## src/rtl/load_store_unit_pkg.sv

```systemverilog
// Shared opcode, funct3 and state encodings for the load/store unit.
// Also holds the funct3 legality rule so the FSM reads as plain control flow.
package load_store_unit_pkg;

    localparam logic [6:0] OPCODE_L_TYPE = 7'b0000011;
    localparam logic [6:0] OPCODE_S_TYPE = 7'b0100011;

    localparam logic [2:0] F3_LB  = 3'd0;
    localparam logic [2:0] F3_LH  = 3'd1;
    localparam logic [2:0] F3_LW  = 3'd2;
    localparam logic [2:0] F3_LBU = 3'd4;
    localparam logic [2:0] F3_LHU = 3'd5;
    localparam logic [2:0] F3_SB  = 3'd0;
    localparam logic [2:0] F3_SH  = 3'd1;
    localparam logic [2:0] F3_SW  = 3'd2;

    typedef enum logic [1:0] {
        LSU_IDLE = 2'd0,
        LSU_REQ  = 2'd1,
        LSU_WAIT = 2'd2,
        LSU_DONE = 2'd3
    } lsu_state_t;

    function automatic logic funct3_legal(input logic is_store, input logic [2:0] f3);
        if (is_store)
            return (f3 == F3_SB) || (f3 == F3_SH) || (f3 == F3_SW);
        return (f3 == F3_LB) || (f3 == F3_LH) || (f3 == F3_LW) ||
               (f3 == F3_LBU) || (f3 == F3_LHU);
    endfunction

endpackage

```

## src/rtl/lsu_align.sv

```systemverilog
// Combinational lane steering: store byte/half replication and strobes,
// load lane extraction with sign/zero extension, and alignment check.
module lsu_align
    import load_store_unit_pkg::*;
(
    input  logic [2:0]  funct3,
    input  logic [1:0]  addr_low,
    input  logic [31:0] store_data,
    input  logic [31:0] mem_rdata,
    output logic [3:0]  wstrb,
    output logic [31:0] wdata,
    output logic [31:0] load_value,
    output logic        misaligned
);

    logic [15:0] lane;

    always_comb begin
        lane       = 16'(mem_rdata >> {addr_low, 3'b000});
        wstrb      = 4'b0000;
        wdata      = store_data;
        load_value = 32'd0;
        misaligned = 1'b0;

        // funct3[1:0] encodes access size for both loads and stores
        case (funct3[1:0])
            2'b00: begin
                wstrb = 4'b0001 << addr_low;
                wdata = {4{store_data[7:0]}};
            end
            2'b01: begin
                wstrb      = 4'b0011 << addr_low;
                wdata      = {2{store_data[15:0]}};
                misaligned = addr_low[0];
            end
            2'b10: begin
                wstrb      = 4'b1111;
                misaligned = |addr_low;
            end
            default: misaligned = 1'b1;
        endcase

        case (funct3)
            F3_LB:   load_value = {{24{lane[7]}}, lane[7:0]};
            F3_LH:   load_value = {{16{lane[15]}}, lane};
            F3_LW:   load_value = mem_rdata;
            F3_LBU:  load_value = {24'd0, lane[7:0]};
            F3_LHU:  load_value = {16'd0, lane};
            default: load_value = 32'd0;
        endcase
    end

endmodule

```

## src/rtl/load_store_unit.sv

```systemverilog
// Sequences one data-memory access per accepted load/store: request handshake,
// response wait, and a registered, extended load result with done/fault pulses.
module load_store_unit
    import load_store_unit_pkg::*;
(
    input  logic        clk,
    input  logic        rst,
    input  logic        start,
    input  logic [6:0]  opcode,
    input  logic [2:0]  funct3,
    input  logic [31:0] addr,
    input  logic [31:0] store_data,
    output logic        busy,
    output logic        done,
    output logic        fault,
    output logic [31:0] dmem_out,
    output logic        mem_req_valid,
    input  logic        mem_req_ready,
    output logic        mem_we,
    output logic [31:0] mem_addr,
    output logic [3:0]  mem_wstrb,
    output logic [31:0] mem_wdata,
    input  logic        mem_rsp_valid,
    input  logic [31:0] mem_rdata
);

    lsu_state_t  state;
    logic [2:0]  cap_funct3;
    logic [1:0]  cap_offset;
    logic        cap_load;

    logic        is_load;
    logic        is_store;
    logic        accept;
    logic        legal;
    logic [2:0]  sel_funct3;
    logic [1:0]  sel_offset;
    logic [3:0]  wstrb;
    logic [31:0] wdata;
    logic [31:0] load_value;
    logic        misaligned;

    assign is_load  = (opcode == OPCODE_L_TYPE);
    assign is_store = (opcode == OPCODE_S_TYPE);
    assign accept   = (state == LSU_IDLE) && start && (is_load || is_store);

    // One aligner serves both ends: live inputs while idle, captured fields afterwards
    assign sel_funct3 = (state == LSU_IDLE) ? funct3    : cap_funct3;
    assign sel_offset = (state == LSU_IDLE) ? addr[1:0] : cap_offset;

    assign legal = funct3_legal(is_store, funct3) && !misaligned;
    assign busy  = accept || (state == LSU_REQ) || (state == LSU_WAIT);

    lsu_align u_align (
        .funct3     (sel_funct3),
        .addr_low   (sel_offset),
        .store_data (store_data),
        .mem_rdata  (mem_rdata),
        .wstrb      (wstrb),
        .wdata      (wdata),
        .load_value (load_value),
        .misaligned (misaligned)
    );

    always_ff @(posedge clk or posedge rst) begin
        if (rst) begin
            state         <= LSU_IDLE;
            done          <= 1'b0;
            fault         <= 1'b0;
            dmem_out      <= 32'd0;
            mem_req_valid <= 1'b0;
            mem_we        <= 1'b0;
            mem_addr      <= 32'd0;
            mem_wstrb     <= 4'b0000;
            mem_wdata     <= 32'd0;
            cap_funct3    <= 3'd0;
            cap_offset    <= 2'd0;
            cap_load      <= 1'b0;
        end else begin
            case (state)
                LSU_IDLE: begin
                    if (accept) begin
                        cap_funct3 <= funct3;
                        cap_offset <= addr[1:0];
                        cap_load   <= is_load;
                        if (legal) begin
                            state         <= LSU_REQ;
                            mem_req_valid <= 1'b1;
                            mem_we        <= is_store;
                            mem_addr      <= {addr[31:2], 2'b00};
                            mem_wstrb     <= is_store ? wstrb : 4'b0000;
                            mem_wdata     <= is_store ? wdata : 32'd0;
                        end else begin
                            state    <= LSU_DONE;
                            done     <= 1'b1;
                            fault    <= 1'b1;
                            dmem_out <= 32'd0;
                        end
                    end
                end
                LSU_REQ: begin
                    if (mem_req_ready) begin
                        state         <= LSU_WAIT;
                        mem_req_valid <= 1'b0;
                    end
                end
                LSU_WAIT: begin
                    if (mem_rsp_valid) begin
                        state    <= LSU_DONE;
                        done     <= 1'b1;
                        dmem_out <= cap_load ? load_value : 32'd0;
                    end
                end
                LSU_DONE: begin
                    state <= LSU_IDLE;
                    done  <= 1'b0;
                    fault <= 1'b0;
                end
                default: state <= LSU_IDLE;
            endcase
        end
    end

endmodule

```

## config.mk

```make
export PLATFORM = sky130hd
export DESIGN_NAME = load_store_unit
export DESIGN_NICKNAME = d
export VERILOG_FILES = /design/src/rtl/load_store_unit_pkg.sv /design/src/rtl/lsu_align.sv /design/src/rtl/load_store_unit.sv
export SDC_FILE = /design/constraint.sdc
export NUM_CORES = 1
export LEC_CHECK = 0
export ABC_AREA = 1
export CAP_MARGIN = 10
export CELL_PAD_IN_SITES_DETAIL_PLACEMENT = 1
export CELL_PAD_IN_SITES_GLOBAL_PLACEMENT = 2
export CORE_UTILIZATION = 26
export CTS_BUF_LIST = sky130_fd_sc_hd__clkbuf_4
export DETAILED_ROUTE_END_ITERATION = 7
export PLACE_DENSITY_LB_ADDON = 0.08
export SLEW_MARGIN = 20
export SYNTH_ARGS = -nofsm -noshare
export SYNTH_HDL_FRONTEND = slang
export SYNTH_SLANG_ARGS = --single-unit
export TNS_END_PERCENT = 20
```

## constraint.sdc

```tcl
create_clock -name clk -period 8.51 [get_ports clk]
set_input_delay 1.702 -clock clk [delete_from_list [all_inputs] [get_ports clk]]
set_output_delay 1.702 -clock clk [all_outputs]
set_load 0.03 [all_outputs]
```

Yosys cells after proc, flatten, opt, wreduce, memory -nomap -nowiden
Cells that the tools add are included.

word-level totals
  bits in registers = 110
  input bits = 111
  output and inout port bits = 105

operators by class
  equality and inequality tests = 20
  shifts and indexed selects = 3
  multiplexer cells = 30
  reductions and logical operators = 27

operator list
  cell                  count
  $mux W32              5
  $pmux W32 S5          1
  $pmux W32 S2          2
  $shr A32 B5 Y16       1
  $eq A3 B3 Y1 const B  4
  $pmux W4 S3           1
  $reduce_and A4 Y1     3
  $mux W2               5
  $ne A2 B2 Y1 const B  5
  $mux W1               9
  $reduce_and A3 Y1     3
  $pmux W2 S4           1
  $eq A7 B2 Y1 const B  1
  $eq A7 B6 Y1 const B  1
  $logic_or A1 B1 Y1    7
  $eq A2 B2 Y1 const B  3
  $eq A3 B1 Y1 const B  2
  $eq A3 B2 Y1 const B  2
  $logic_not A3 Y1      2
  $pmux W1 S3           2
  $reduce_bool A2 Y1    3
  $eq A2 B1 Y1 const B  2
  $logic_not A2 Y1      2
  $mux W4               1
  9 further kinds       12

Longest topological paths before layout
Gate-level depths: netlist of run 1.

  word-level depth = 10
  depth in mapped cells = 17
  depth with buffers taken out = 14

Modules after synthesis
From an unflattened synthesis of run 1, not the netlist that was laid out.

unflattened totals
  cells, all modules = 875
  area, all modules = 6269.8 um2

modules (own cells, without submodules)
  module           times used  cells an instance  area each (um2)
  load_store_unit  1           602                4906.0
  lsu_align        1           273                1363.8

Worst setup path after synthesis of run 1
Ideal clock, no wire load.

  path type = input port to output port
  start point = in opcode[2]
  end point = out busy
  arrival time = 2518 ps
  setup slack = 4290 ps
  stages = 6
  cells stage by stage = inv_1 -> nand2_1 -> nor2_1 -> nand2_2 -> clkbuf_1 -> nand3_1

on the way
  longest elaborated chain between the ends = 5
  elaborated cells between the ends (all ways) = 6

RTL lines
  element                                              line                                          source
  from (decl)                                          load_store_unit.sv:9                          input logic [6:0] opcode,
  $eq A7 B2 Y1 / $eq A7 B6 Y1 (equally long branches)  load_store_unit.sv:43, load_store_unit.sv:44
  $logic_or A1 B1 Y1 *                                 load_store_unit.sv:45                         assign accept = (state == LSU_IDLE) && start && (is_load || is_store);
  $logic_and A1 B1 Y1 *                                load_store_unit.sv:45
  $logic_or A1 B1 Y1 * (2 in series)                   load_store_unit.sv:52                         assign busy = accept || (state == LSU_REQ) || (state == LSU_WAIT);
  to (decl)                                            load_store_unit.sv:13                         output logic busy,

Every way passes the cells marked *; elsewhere a longest branch is shown, timed or not.

Worst setup path after layout of run 1
  start point = in funct3[1]
  end point = reg mem_wdata[15]

on the way
  longest elaborated chain between the ends = 8
  elaborated cells between the ends (all ways) = 21

RTL lines
  element                                                  line                                                  source
  from (decl)                                              load_store_unit.sv:10                                 input logic [2:0] funct3,
  $eq A3 B1 Y1 / $logic_not A3 Y1 (equally long branches)  load_store_unit_pkg.sv:26, load_store_unit_pkg.sv:27
  $logic_or A1 B1 Y1 (2 in series)                         load_store_unit_pkg.sv:26, load_store_unit_pkg.sv:27
  $logic_or A1 B1 Y1                                       load_store_unit_pkg.sv:27                             return (f3 == F3_LB) || (f3 == F3_LH) || (f3 == F3_LW) ||
  $logic_or A1 B1 Y1                                       load_store_unit_pkg.sv:28                             (f3 == F3_LBU) || (f3 == F3_LHU);
  $mux W1                                                  load_store_unit_pkg.sv:27
  $logic_and A1 B1 Y1                                      load_store_unit.sv:51                                 assign legal = funct3_legal(is_store, funct3) && !misaligned;
  $reduce_and A3 Y1 (no line)                              --
  to (signal assigned)                                     load_store_unit.sv:92                                 mem_wdata <= is_store ? wdata : 32'd0;
  to (decl)                                                load_store_unit.sv:22                                 output logic [31:0] mem_wdata,

Parallel ways exist; a longest one is shown, timed or not. The select of a mux whose other input is x is not followed.
A chain may end at the register's enable or synchronous reset.

==> impl_metrics.env, run 1 <==
export IMPL_place_gp_congestion=0.821
export IMPL_antenna_found_initial=1
export IMPL_max_freq_mhz=184
export IMPL_cp_common_cell="nand2_1"
export IMPL_cp_cell_sequence="clkdlybuf4s50_1, inv_1, nand2_1, nand2_2, nand2_1, nor2_2, nor2_4, nand2_2, nor2_4, clkinv_2, nand2_1, o21ai_1"
export IMPL_cts_sinks=110
export IMPL_stdcell_area_um2=8100
export IMPL_r2r_end="mem_wdata[15]"
export IMPL_hold_class="flop to flop"
export IMPL_reg2reg_slack_ns=3.42
export IMPL_grt_pass1_vias=5952
export IMPL_coreArea_um2=21300
export IMPL_ys_warn_count=0
export IMPL_rsz0062_at_grt="false"
export IMPL_synth_cell_types=30
export IMPL_clockBufferDepth=2
export IMPL_worstSetupEndpointType="flop"
export IMPL_path_buf_inv=3
export IMPL_min_period_ns=5.43
export IMPL_vias_per_cell=4.61
export IMPL_stdcell_count=1241
export IMPL_worst_slew_pin_slew_ns=1.06
export IMPL_drv_slew=0
export IMPL_clkPwrFrac_pct=15.4
export IMPL_outcome="finished clean"
export IMPL_drt_pass1_iter_count=4
export IMPL_final_hold_viol_count=0
export IMPL_grt_ovfl_total=0
export IMPL_seq_power_share_pct=33.3
export IMPL_post_cts_buffers=0
export IMPL_path_depth=12
export IMPL_setup_viol=0
export IMPL_seq_area_um2=2750
export IMPL_ioPinCount=216
export IMPL_synth_ff_type="dfrtp_1"
export IMPL_async_flop_share_pct=100
export IMPL_skew_ns=0.00997
export IMPL_ir_drop_mv=0.129
export IMPL_grt_max_degree=68
export IMPL_final_core_util_pct=38.1
export IMPL_power_density_nw_per_um2=217
export IMPL_die_x_um=150
export IMPL_dp_cells=1224
export IMPL_cap_viol_max_count=0
export IMPL_clockRootBuffer="clkbuf_4"
export IMPL_cts_hold_repair_buffers=0
export IMPL_p_comb_share_pct=51.4
export IMPL_drt_iter0_markers=208
export IMPL_tritoncts_num_buffers=9
export IMPL_cp_slowest_cell="clkinv_2"
export IMPL_dieArea_um2=22500
export IMPL_yosys_register_bits=110
export IMPL_seq_area_frac_synth_pct=48.3
export IMPL_crit_end="mem_wdata[15]"
export IMPL_dr_total_vias=5717
export IMPL_drc=0
export IMPL_required_ns=8.89
export IMPL_avgSynthCellArea_um2=7.35
export IMPL_io_buffer_count=213
export IMPL_drive_gt1_share_pct=4.35
export IMPL_cp_start_kind="input port"
export IMPL_critical_path_class="input port to flop"
export IMPL_final_period_utilization_pct=63.8
export IMPL_track_usage_pct=18.6
export IMPL_slew_headroom_pct=29.1
export IMPL_synthToLayoutAreaGrowth_pct=42.0
export IMPL_power_switching_uw=835
export IMPL_final_net_count=1076
export IMPL_syn_area_um2=5700
export IMPL_crit_family="simple AND/OR/NAND/NOR gates"
export IMPL_grt_first_pass_wirelength_mm=32.7
export IMPL_h_tree_depth=3
export IMPL_p_int_uw=923
export IMPL_timing_rr_start="state[0]"
export IMPL_chipHeight_um=150
export IMPL_drt_wl_total_mm=20.5
export IMPL_synth_edf_count=0
export IMPL_syn_instance_count=776
export IMPL_startpoint="funct3[1]"
export IMPL_insertion_delay_ns=0.48
export IMPL_antenna_left=0
export IMPL_timing_hold_ws_ns=0.493
export IMPL_switching_share_pct=47.5
export IMPL_fillers=2585
export IMPL_rows=53
export IMPL_crit_fanout=67
export IMPL_hp_start="mem_addr[6]"
export IMPL_ctsResizeCount=0
export IMPL_initial_core_util_pct=26.8
export IMPL_arrival_ns=5.81
export IMPL_wl_per_cell_um=16.5
export IMPL_r2r_cells=13
export IMPL_setup_tns_final_ns=0
export IMPL_dpl_cell_area_um2=7960
export IMPL_cts_tree="done"
export IMPL_cpPeakStageDelay_ns=1.01
export IMPL_clk_pin_slew_worst_paths_ns=0.19
export IMPL_multi_input_area_um2=2500
export IMPL_p_leak_nw=3.87
export IMPL_hpwl_mm=14.9
-- per-layer routing --
| metal | track usage, % | wire length [um] | up-vias |
|---|---|---|---|
| li1 | - | - | 2811 |
| met1 | 25.3 | 9720 | 2736 |
| met2 | 30.9 | 9750 | 156 |
| met3 | 3.55 | 890 | 14 |
| met4 | 3.23 | 166 | 0 |
| met5 | 0 | 0 | - |
-- metrics by stage --
stage          worst slack, ns  total power, mW
2_1_floorplan             3.91             1.22
3_3_place_gp              3.07             1.49
3_5_place_dp              2.89             1.51
4_1_cts                   3.34             1.79
5_1_grt                   2.69             1.91
6_report                  3.08             1.76
-- how the worst min path moves through the flow --
stage                   to  slack, ns  depth (start not counted)
4_1_cts        mem_addr[6]       0.50                          2
2_1_floorplan     cap_load       0.45                          2
3_3_place_gp   mem_addr[3]       0.45                          2
6_report       mem_addr[6]       0.49                          2
5_1_grt        mem_addr[6]       0.53                          2
3_5_place_dp        mem_we       0.46                          2
-- tightest hold or removal path: stages (launching register included) --
cell,delay [ns]
dfrtp_1,0.38
nand2_1,0.05
nand2_1,0.04
-- registers in the layout, summed over array words and instances (netlist names) --
register	flops
mem_wdata	32
cap_funct3	3
cap_load	1
state	2
mem_addr	30
cap_offset	2
mem_we	1
dmem_out	32
fault	1
done	1
mem_wstrb	4
mem_req_valid	1
-- cell type report --
cell class / instances / area share [%]
Antenna cell: 1 / 0.0309
Clock buffer: 10 / 0.927
Clock inverter: 6 / 0.772
Inverter: 57 / 2.72
Multi-Input combinational cell: 567 / 30.8
Sequential cell: 110 / 34.0
Tap cell: 275 / 4.25
Timing Repair Buffer: 215 / 26.5
-- placed cells by master, fill, tap and decap left out, types with 3 or more instances in the layout --
master / synthesis / layout
a21oi_1: 14 / 14
a31oi_1: 4 / 4
clkbuf_4: 0 / 10
clkdlybuf4s50_1: 0 / 213
dfrtp_1: 110 / 110
ha_1: 5 / 5
inv_1: 53 / 52
nand2_1: 348 / 348
nand2_2: 7 / 7
nand3_1: 36 / 36
nor2_1: 33 / 33
nor2_2: 3 / 3
o21ai_0: 42 / 42
o21ai_1: 53 / 53
o221ai_1: 8 / 8
-- cells by family (layout without fill, tap and decap cells) --
family                     count (synthesis)  after routing  synth area share [%]
and+or+nand+nor                          434            434                  30.5
AOI/OAI and AO/OA                        126            126                  12.1
DFF                                      110            110                  48.3
buffers and inverters                    100            288                  8.03
adders and majority gates                  5              5                  1.10
other                                      1              3                0.0658
-- Yosys cell counts, types with 2 or more instances --
cell type | n | share of area, %
buf_6 | 3 | 0.59
inv_2 | 3 | 0.20
nand2_2 | 7 | 0.77
nand3_2 | 2 | 0.35
buf_1 | 3 | 0.20
a31oi_1 | 4 | 0.44
o21ai_2 | 2 | 0.31
buf_4 | 8 | 1.1
nand3_1 | 36 | 3.2
nor2_1 | 33 | 2.2
nor2_4 | 2 | 0.39
inv_1 | 53 | 3.5
buf_2 | 22 | 1.9
nand2_1 | 348 | 23
clkbuf_1 | 7 | 0.46
o21ai_0 | 42 | 3.7
o221ai_1 | 8 | 1.2
dfrtp_1 | 110 | 48
o21ai_1 | 53 | 4.7
a21oi_1 | 14 | 1.2
nor2_2 | 3 | 0.33
ha_1 | 5 | 1.1
-- power groups by stage --
stage	logic, mW	registers (mW)	clock network [mW]
floorplan	0.571	0.647	0
global placement	0.900	0.594	0
detailed placement	0.913	0.595	0
CTS	0.916	0.585	0.289
global route	1.02	0.590	0.302
finish	0.903	0.585	0.270
Power figures use the tool's default switching activity.
==> run 2: changes to the inputs <==
--- a/config.mk
+++ b/config.mk
@@ -9,7 +9,7 @@
 export CAP_MARGIN = 10
 export CELL_PAD_IN_SITES_DETAIL_PLACEMENT = 1
 export CELL_PAD_IN_SITES_GLOBAL_PLACEMENT = 2
-export CORE_UTILIZATION = 26
+export CORE_UTILIZATION = 22
 export CTS_BUF_LIST = sky130_fd_sc_hd__clkbuf_4
 export DETAILED_ROUTE_END_ITERATION = 7
 export PLACE_DENSITY_LB_ADDON = 0.08
==> constraint.sdc (replaced) <==
create_clock -name clk -period 4.7 [get_ports clk]
set_input_delay 0.94 -clock clk [delete_from_list [all_inputs] [get_ports clk]]
set_output_delay 0.94 -clock clk [all_outputs]
set_load 0.03 [all_outputs]
==> run 2 against run 1 <==
  * Critical path type is now input port to output port
  * Highest routed layer unchanged
  * Non-clock buffer count up 8
  * Worst setup slack worse by 2.1 ns
  * Routed wire length increased by 7.1%
  * Die area up 18%
  * Largest power group unchanged
  * Register-to-register slack lost 2.0 ns
  * Worst hold slack improved by 0.0046 ns
==> impl_metrics.env, run 2 (synthesized netlist as in run 1, its figures left out) <==
export IMPL_final_period_utilization_pct=78.3
export IMPL_startpoint="opcode[1]"
export IMPL_track_usage_pct=16.9
export IMPL_cts_tree="done"
export IMPL_h_tree_depth=3
export IMPL_grt_ovfl_total=0
export IMPL_timing_hold_ws_ns=0.498
export IMPL_hold_class="flop to flop"
export IMPL_clockBufferDepth=2
export IMPL_crit_end="busy"
export IMPL_power_mw=3.23
export IMPL_ioPinCount=216
export IMPL_rows=58
export IMPL_cp_start_kind="input port"
export IMPL_layout_setup_ws_ns=1.02
export IMPL_crit_fanout=15
export IMPL_max_freq_mhz=272
export IMPL_cts_hold_repair_buffers=0
export IMPL_drc=0
export IMPL_place_gp_congestion=0.728
export IMPL_clk_pin_slew_worst_paths_ns=0.19
export IMPL_drive_gt1_share_pct=5.04
export IMPL_setup_viol=0
export IMPL_required_ns=3.76
export IMPL_setup_tns_final_ns=0
export IMPL_grt_pass1_vias=5659
export IMPL_post_cts_buffers=0
export IMPL_top_usage_layer="met2"
export IMPL_min_period_ns=3.68
export IMPL_power_density_nw_per_um2=392
export IMPL_ctsResizeCount=0
export IMPL_dr_total_vias=5565
export IMPL_cts_sinks=110
export IMPL_slew_headroom_pct=42.4
export IMPL_arrival_ns=2.74
export IMPL_antenna_left=0
export IMPL_drt_iter0_markers=327
export IMPL_reg2reg_slack_ns=1.39
export IMPL_outcome="finished clean"
export IMPL_dp_slack_ns=0.994
export IMPL_critical_path_class="input port to output port"
export IMPL_timing_rr_start="state[1]"
export IMPL_worst_slew_pin_slew_ns=0.862
export IMPL_tritoncts_num_buffers=9
export IMPL_synthToLayoutAreaGrowth_pct=44.6
export IMPL_seq_area_um2=2750
export IMPL_final_hold_viol_count=0
export IMPL_final_net_count=1084
export IMPL_grt_first_pass_wirelength_mm=34.2
export IMPL_initial_core_util_pct=22.5
export IMPL_drt_pass1_iter_count=4
export IMPL_fillers=3097
export IMPL_ir_drop_mv=0.239
export IMPL_worstSetupEndpointType="output port"
export IMPL_chipHeight_um=163
export IMPL_coreArea_um2=25300
export IMPL_dp_cells=1287
export IMPL_dieArea_um2=26600
export IMPL_cap_viol_max_count=0
export IMPL_insertion_delay_ns=0.51
export IMPL_clockRootBuffer="clkbuf_4"
export IMPL_r2r_end="dmem_out[21]"
export IMPL_stdcell_area_um2=8240
export IMPL_r2r_cells=11
export IMPL_rsz0062_at_grt="false"
export IMPL_dpl_cell_area_um2=8110
export IMPL_final_common_cell="nand2_1"
export IMPL_drv_slew=0
export IMPL_top_regs="dmem_out x32, mem_wdata x32, mem_addr x30"
export IMPL_multi_input_area_um2=2500
export IMPL_skew_ns=0.0280
export IMPL_hpwl_mm=15.9
export IMPL_io_buffer_count=213
export IMPL_die_x_um=163
export IMPL_antenna_found_initial=1
export IMPL_stdcell_count=1304
export IMPL_drt_wl_total_mm=22.0
export IMPL_final_cell_mix="nand2_1 (348), clkdlybuf4s50_1 (213), dfrtp_1 (110)"
export IMPL_p_leak_nw=3.90
export IMPL_use_met2_pct=25.6
export IMPL_grt_max_degree=63
export IMPL_wl_per_cell_um=16.9
export IMPL_vias_per_cell=4.27
export IMPL_final_core_util_pct=32.6
export IMPL_grt_use_met1_pct=24.9
export IMPL_gr_usage_met3_pct=3.26
run 2: how the worst min path moves through the flow:
stage | depth (start not counted) | slack (ns) | start | to
floorplan | 2 | 0.45 | cap_load | cap_load
global placement | 2 | 0.45 | mem_addr[27] | mem_addr[27]
detailed placement | 2 | 0.46 | mem_addr[6] | mem_addr[6]
CTS | 2 | 0.50 | mem_addr[27] | mem_addr[27]
global route | 2 | 0.53 | mem_addr[25] | mem_addr[25]
finish | 2 | 0.50 | mem_addr[16] | mem_addr[16]
run 2: report_power, final:
part	internal, mW	total (mW)	switching, mW
Clock	0.115	0.497	0.382
Sequential	1.02	1.06	0.0401
Combinational	0.543	1.68	1.14
run 2: area by class of cell:
| cell class | count | area share (%) |
|---|---|---|
| antenna | 2 | 0.0607 |
| clock buffer | 9 | 0.820 |
| clock inverter | 6 | 0.713 |
| inverter | 57 | 2.66 |
| multi-input combinational | 567 | 30.3 |
| sequential | 110 | 33.4 |
| tap | 330 | 5.01 |
| timing repair buffer | 223 | 27.1 |
run 2: metal layers:
| metal | vias up | share of wire [%] |
|---|---|---|
| met5 | - | 0 |
| met4 | 0 | 0.97 |
| met3 | 12 | 4.4 |
| met2 | 140 | 43 |
| met1 | 2586 | 51 |
| li1 | 2827 | - |
run 2: worst max-delay path, cell delays in order:
cell	delay [ns]
clkdlybuf4s50_1	0.45
nand2_1	0.10
nor2_1	0.21
nand2_2	0.23
nand3_1	0.13
clkdlybuf4s50_1	0.67
